==> config.mk <==
export PLATFORM = sky130hd
export DESIGN_NAME = disp_scan_ctrl
export DESIGN_NICKNAME = d
export VERILOG_FILES = /design/src/rtl/disp_scan_ctrl.sv
export SDC_FILE = /design/constraint.sdc
export NUM_CORES = 1
export LEC_CHECK = 0
export CORE_MARGIN = 5
export CORE_UTILIZATION = 55
export CTS_BUF_LIST = sky130_fd_sc_hd__clkbuf_16
export DETAILED_ROUTE_END_ITERATION = 7
export GPL_TIMING_DRIVEN = 0
export HOLD_SLACK_MARGIN = 0.02
export PLACE_DENSITY = 0.78
export SLEW_MARGIN = 20
export SYNTH_ARGS = -nofsm -noshare
export SYNTH_HDL_FRONTEND = slang
export SYNTH_SLANG_ARGS = --single-unit
==> constraint.sdc <==
create_clock -name clk -period 4.7 [get_ports clk]
set_input_delay 1.175 -clock clk [delete_from_list [all_inputs] [get_ports clk]]
set_output_delay 1.175 -clock clk [all_outputs]
set_load 0.02 [all_outputs]
==> src/rtl/disp_scan_ctrl.sv <==
// Binary-to-BCD (sequential double-dabble) plus 4-digit time-multiplexed display scan.
// Optional leading-zero blanking enabled by defining DISP_SCAN_LZB_EN.
module disp_scan_ctrl #(
  parameter int unsigned BIN_W       = 14,
  parameter int unsigned REFRESH_DIV = 100000
) (
  input  logic             clk,
  input  logic             rst_n,
  input  logic             load,
  input  logic [BIN_W-1:0] value,
  output logic             busy,
  output logic             ovf,
  output logic [1:0]       en,
  output logic [3:0]       num
);

  localparam int unsigned CntW  = $clog2(REFRESH_DIV);
  localparam int unsigned IterW = 5;

  typedef enum logic [0:0] {StIdle, StConv} state_e;

  state_e             state_q, state_d;
  logic [BIN_W-1:0]   bin_q, bin_d;
  logic [15:0]        bcd_q, bcd_d, bcd_adj;
  logic [IterW-1:0]   iter_q, iter_d;
  logic               pend_ovf_q, pend_ovf_d;
  logic [15:0]        digits_q, digits_d;
  logic               ovf_q, ovf_d;
  logic [CntW-1:0]    refresh_cnt_q;
  logic [1:0]         en_q;

  always_comb begin
    bcd_adj = bcd_q;
    for (int i = 0; i < 4; i++) begin
      if (bcd_q[4*i +: 4] >= 4'd5) bcd_adj[4*i +: 4] = bcd_q[4*i +: 4] + 4'd3;
    end
  end

  always_comb begin
    state_d    = state_q;
    bin_d      = bin_q;
    bcd_d      = bcd_q;
    iter_d     = iter_q;
    pend_ovf_d = pend_ovf_q;
    digits_d   = digits_q;
    ovf_d      = ovf_q;
    unique case (state_q)
      StIdle: begin
        if (load) begin
          bin_d      = value;
          bcd_d      = '0;
          iter_d     = '0;
          pend_ovf_d = (32'(value) > 32'd9999);
          state_d    = StConv;
        end
      end
      StConv: begin
        // Bits shifted out of the top BCD nibble are dropped; ovf covers that case.
        bcd_d  = (bcd_adj << 1) | 16'(bin_q[BIN_W-1]);
        bin_d  = bin_q << 1;
        iter_d = iter_q + 1'b1;
        if (iter_q == IterW'(BIN_W - 1)) begin
          digits_d = bcd_d;
          ovf_d    = pend_ovf_q;
          state_d  = StIdle;
        end
      end
      default: state_d = StIdle;
    endcase
  end

  always_ff @(posedge clk or negedge rst_n) begin
    if (!rst_n) begin
      state_q    <= StIdle;
      bin_q      <= '0;
      bcd_q      <= '0;
      iter_q     <= '0;
      pend_ovf_q <= 1'b0;
      digits_q   <= '0;
      ovf_q      <= 1'b0;
    end else begin
      state_q    <= state_d;
      bin_q      <= bin_d;
      bcd_q      <= bcd_d;
      iter_q     <= iter_d;
      pend_ovf_q <= pend_ovf_d;
      digits_q   <= digits_d;
      ovf_q      <= ovf_d;
    end
  end

  always_ff @(posedge clk or negedge rst_n) begin
    if (!rst_n) begin
      refresh_cnt_q <= '0;
      en_q          <= 2'd0;
    end else if (refresh_cnt_q == CntW'(REFRESH_DIV - 1)) begin
      refresh_cnt_q <= '0;
      en_q          <= en_q + 2'd1;
    end else begin
      refresh_cnt_q <= refresh_cnt_q + 1'b1;
    end
  end

  logic [3:0] digit_sel;
  logic       blank;

  always_comb begin
    digit_sel = 4'd0;
    unique case (en_q)
      2'd0: digit_sel = digits_q[3:0];
      2'd1: digit_sel = digits_q[7:4];
      2'd2: digit_sel = digits_q[11:8];
      2'd3: digit_sel = digits_q[15:12];
      default: digit_sel = 4'd0;
    endcase
  end

`ifdef DISP_SCAN_LZB_EN
  logic [3:1] lz;
  always_comb begin
    lz[3] = (digits_q[15:12] == 4'd0);
    lz[2] = lz[3] && (digits_q[11:8] == 4'd0);
    lz[1] = lz[2] && (digits_q[7:4] == 4'd0);
    blank = 1'b0;
    if (en_q != 2'd0) blank = lz[en_q];
  end
`else
  assign blank = 1'b0;
`endif

  assign num  = (ovf_q || blank) ? 4'hF : digit_sel;
  assign busy = (state_q == StConv);
  assign ovf  = ovf_q;
  assign en   = en_q;

endmodule

# After elaboration in Yosys (flattened, before gate mapping)
# Index checks and enable logic that the tools add are counted.
# word_totals
regBits,73
input_bits,17
output_inout_bits,8
word_cells,48
# classes
n_addsub,7
n_lt_le_gt_ge,5
eq_ne,6
n_mux,16
n_bitwise,2
n_reduce_logical,3
# ops
operator,count
16-bit one-hot mux with 2 select lines,1
14-bit one-hot mux with 2 select lines,1
17-bit by 1-bit adder with 17-bit output (second input constant),1
17-bit equality test (second input constant),1
17-bit two-way mux,1
4-bit by 3-bit >= comparator with 1-bit output (second input constant),4
16-bit two-way mux,1
4-bit two-way mux,4
16-bit by 1-bit OR with 16-bit output,1
4-bit one-hot mux with 4 select lines,1
14-bit greater-than comparator (second input constant),1
14-bit two-way mux,1
4-bit by 2-bit adder with 4-bit output (second input constant),3
5-bit one-hot mux with 2 select lines,1
5-bit by 1-bit adder with 5-bit output (second input constant),1
5-bit by 4-bit equality test with 1-bit output (second input constant),1
5-bit two-way mux,1
2-bit equality test (second input constant),2
2-bit AND reduction,2
3-bit by 2-bit adder with 3-bit output (second input constant),1
3-bit two-way mux,1
2-bit by 1-bit adder with 2-bit output (second input constant),1
2-bit by 1-bit equality test with 1-bit output (second input constant),1
2-bit zero test,1
other kinds (4),5

# Logic depth before layout (Yosys ltp)
# depth
word_depth,4
depth_mapped,8
depth_no_buf,6

# Worst setup path after synthesis
# No wires, ideal clock.
# synth_path
kind,reg2out
startpoint,reg en_q[0] (netlist: en[0])
endpoint,out num[0]
t_arrival_ps,1440
required_time_ps,3525
slack_ps,2085
path_stages_with_launch,6
path_buffers,0
cell_sequence,dfrtp_1 inv_1 ha_1 a222oi_1 nand2_1 a21o_1
# synth_via
elab_chain_len,3
elab_cells_between_ends,6
classes_between,3 x eq/ne; 2 x mux; 1 x reduce/logical
# synth_rtl
element,line,text
from (decl),30,logic [1:0] en_q;
from (signal assigned),98,en_q <= en_q + 2'd1;
"2-bit equality test, or another cell as far along",109,unique case (en_q)
4-bit one-hot mux with 4 select lines *,109,
4-bit two-way mux *,131,assign num = (ovf_q || blank) ? 4'hF : digit_sel;
to (decl),14,output logic [3:0] num
# Mark *: on every way between the ends. The rest lies on a longest branch, timed or not.

# Worst setup path in the final report
# layout_path
startpoint,reg en_q[0] (netlist: en[0])
endpoint,out num[2]
# Same word-level chain as after synthesis.

==> metrics.md <==
| Metric | Value |
|---|---|
| Maximum vdd drop | `0.0003663 V` |
| Worst relative slew slack | `about half` |
| Worst path cell trace | `inv_1 -> ha_1 -> a222oi_1 -> nand2_1 -> a21o_1 -> clkdlybuf4s50_1` |
| CTS root buf | `clkbuf_16` |
| Startpoint types | `register` |
| Die area | `between 0.008 and 0.009 mm2` |
| Commonest cells after routing, fill and taps aside | `dfrtp_1 (73), nand2_1 (30), o21ai_0 (27)` |
| Detailed router's first-iteration violation count | `90` |
| Via count | `2,633` |
| Bufs on Longest Clock Path | `2` |
| Initial Utilization | `between 50% and 60%` |
| Site row count | `29` |
| Placed cells | `between 400 and 500` |
| Setup TNS | `0 ns` |
| Port bufs | `23` |
| Final setup fails | `0` |
| Gr ovfl total | `0` |
| Crit path largest cell delay | `approximately 0.53 ns` |
| Highest Clock Rate | `290.4 MHz` |
| Die height | `91.88 um` |
| Final GP Congestion | `slightly below 0.9` |
| Main synth FF type | `dfrtp_1` |
| Cts hold-fix bufs | `0` |
| Async SR Flop Fraction | `100.0%` |
| Most common cell after layout, fill and taps aside | `dfrtp_1` |
| EDFF count, synth | `0` |
| Fin. Hold Viols | `0` |
| Post-Synth Simple-Gate Area | `about 17%` |
| PD cells | `just under 600 mW/mm2` |
| Final slew viol count | `0` |
| Clock network latency to the later pin of the worst-skew pair | `roughly 0.33 ns` |
| Fill cells | `~470` |
| Setup Buffers After CTS | `0` |
| CTS Buf Count | `9` |
| Hpwl dp | `~5400 um` |
| Fin nets | `just over 400` |
| Clk sinks | `73` |
| Outcome | `complete, no violations` |
| Post-Route Utilization | `between 60% and 70%` |
| Worst Hold Class | `reg -> reg` |
| Yosys warns | `0` |
| Worst EP arrival | `2.27 ns` |
| Non-Filler Instances | `460` |
| CP delay by family, top | `buffers and inverters` |
| Layout Skew | `roughly 0.0055 ns` |
| Largest family of logic cells by synthesized area | `simple AND/OR/NAND/NOR gates` |
| Multiplexer share of the synthesized area | `between 10% and 20%` |
| Post-synthesis instance total | `roughly 340` |
| Core area | `approximately 0.0064 mm2` |
| Worst path slowest cell | `clkdlybuf4s50_1` |
| Leakage | `about 0.0020 uW` |
| Critical path type | `reg -> out` |
| Post-layout minimum cycle time | `between 3 and 4 ns` |
| Mapped cell area | `0.003687 mm2` |
| Initial antenna violation count | `0` |
| Largest net degree at the start of global routing | `46` |
| H-tree lvl count | `3` |
| Synth Area in XOR/XNOR | `under 10%` |
| Vias in the first global route | `around 2,800` |
| CTS tree | `done` |
| Worst Max-Slew Pin Slew | `0.7290 ns` |
| Syn avg cell area | `roughly 11 um2` |
| DRT Pass-1 Iters | `4` |
| Synth Area in Compound Gates | `under 10%` |
| Crit. End Element | `primary output` |
| Period utilisation layout | `73.27%` |
| Critical path peak fanout | `4` |
| First-pass GRT wire length | `approximately 13,000 um` |
| Wire per inst | `around 16 um` |
| P&R area growth vs syn | `17.98%` |
| Worst EP required | `approximately 3.5 ns` |
| Layout cells sized above 1 | `about a tenth` |
| Post-synthesis adder-cell area fraction | `5.090%` |
| Ports | `25` |
| Antenna Cells | `0` |
| Drt drc | `0` |
| Via density | `between 5 and 6` |
| # resized after CTS | `0` |
| Register area share after synthesis | `49.54%` |
| Detail Route Antenna Nets | `0` |
| Library cells used by synthesis | `38` |
| All-Layer GR Usage | `19.83%` |
| Synthesized flop and latch total | `73` |
| RSZ-0062 raised after global routing | `no` |
| Syn_nets | `~380` |
| Final WL | `7589 um` |
| Buf/Inv on CP | `2` |
| Max Cap Violations | `0` |
| Die Wd | `between 90 and 100 um` |
| Worst-path clk slew | `0.06 ns` |
## metal layers
layer  GRT usage [%]  share of wire, %
met3           4.419               2.0
met1           23.22                43
met2           34.79                52
met4           8.911               2.8
met5               0                 0
## sequential cells by signal (all words and copies together) (netlist names)
signal         flops
ovf                1
bcd_q             16
digits_q          16
bin_q             14
busy               1
iter_q             5
en                 2
pend_ovf_q         1
refresh_cnt_q     17
## cell families after synthesis
kind of cell,count (synthesis)
AOI/OAI and AO/OA,59
xor gates and xnor gates,23
adders and majority gates,15
buffers and inverters,27
DFF,73
muxes,36
and+or+nand+nor,110
## final timing paths
path	start	to	slack, ns	depth (start not counted)
max	en[0]$_DFFE_PN0N_	num[2]	1.26	6
min	bin_q[6]$_DFFE_PN0P_	bin_q[7]$_DFFE_PN0P_	0.48	2
max reg2reg	refresh_cnt_q[12]$_DFF_PN0_	refresh_cnt_q[16]$_DFF_PN0_	2.97	4
min reg2reg	bin_q[6]$_DFFE_PN0P_	bin_q[7]$_DFFE_PN0P_	0.48	2
max in group asynchronous	rst_n	refresh_cnt_q[1]$_DFF_PN0_	3.39	2
min in group asynchronous	rst_n	bin_q[12]$_DFFE_PN0P_	0.78	1
## worst register-to-register path, cell delays in order, from the launching register on
cell and delay (ns):
dfrtp_1 0.45, or4_4 0.55, nor4_4 0.34, buf_6 0.20, nor2_1 0.07
## synthesized netlist by cell type, types with 2 or more instances
cell | n | area, um2
buf_1 | 2 | 7.510
buf_2 | 3 | 15.01
dfrtp_1 | 73 | 1827
nand4_1 | 9 | 56.30
a222oi_1 | 4 | 40.04
xor2_1 | 7 | 61.31
nand2_1 | 30 | 112.6
a21o_1 | 11 | 82.58
nor3_1 | 4 | 20.02
o21ai_0 | 27 | 135.1
a21oi_1 | 11 | 55.05
inv_1 | 12 | 45.04
mux2_2 | 10 | 112.6
mux2i_1 | 26 | 260.3
clkbuf_1 | 8 | 30.03
nor2_1 | 12 | 45.04
ha_1 | 15 | 187.7
xnor2_1 | 16 | 140.1
nand2b_1 | 20 | 125.1
and4_1 | 3 | 26.28
o31ai_1 | 3 | 22.52
nand3_1 | 9 | 45.04
nor4_1 | 3 | 18.77
nor3b_1 | 11 | 82.58
## layout make-up
class | instances | area, um2 | area share, %
buffer | 15 | 71.32 | 1.639
clock inverter | 7 | 86.33 | 1.984
sequential | 73 | 1827 | 41.99
timing repair buffer | 24 | 255.2 | 5.867
multi-input combinational | 243 | 1744 | 40.09
inverter | 12 | 45.04 | 1.035
tap | 77 | 96.34 | 2.215
clock buffer | 9 | 225.2 | 5.177
## power by group
group	internal [uW]	total [uW]	switching (uW)
Sequential	834	991	157
Clock	459	711	252
Combinational	420	866	446
## through the flow
stage	total power [uW]	setup WS, ns	instance area (um2)	hold WS, ns
finish	2569	1.256	4350	0.4822
CTS	2588	1.227	4350	0.4868
detailed placement	1865	1.598	4039	0.4747
global placement	1813	-0.09585	4014	0.4623
global route	2745	1.139	4350	0.5196
floorplan	1595	2.085	3687	0.4446
(Power assumes the default switching activity.)
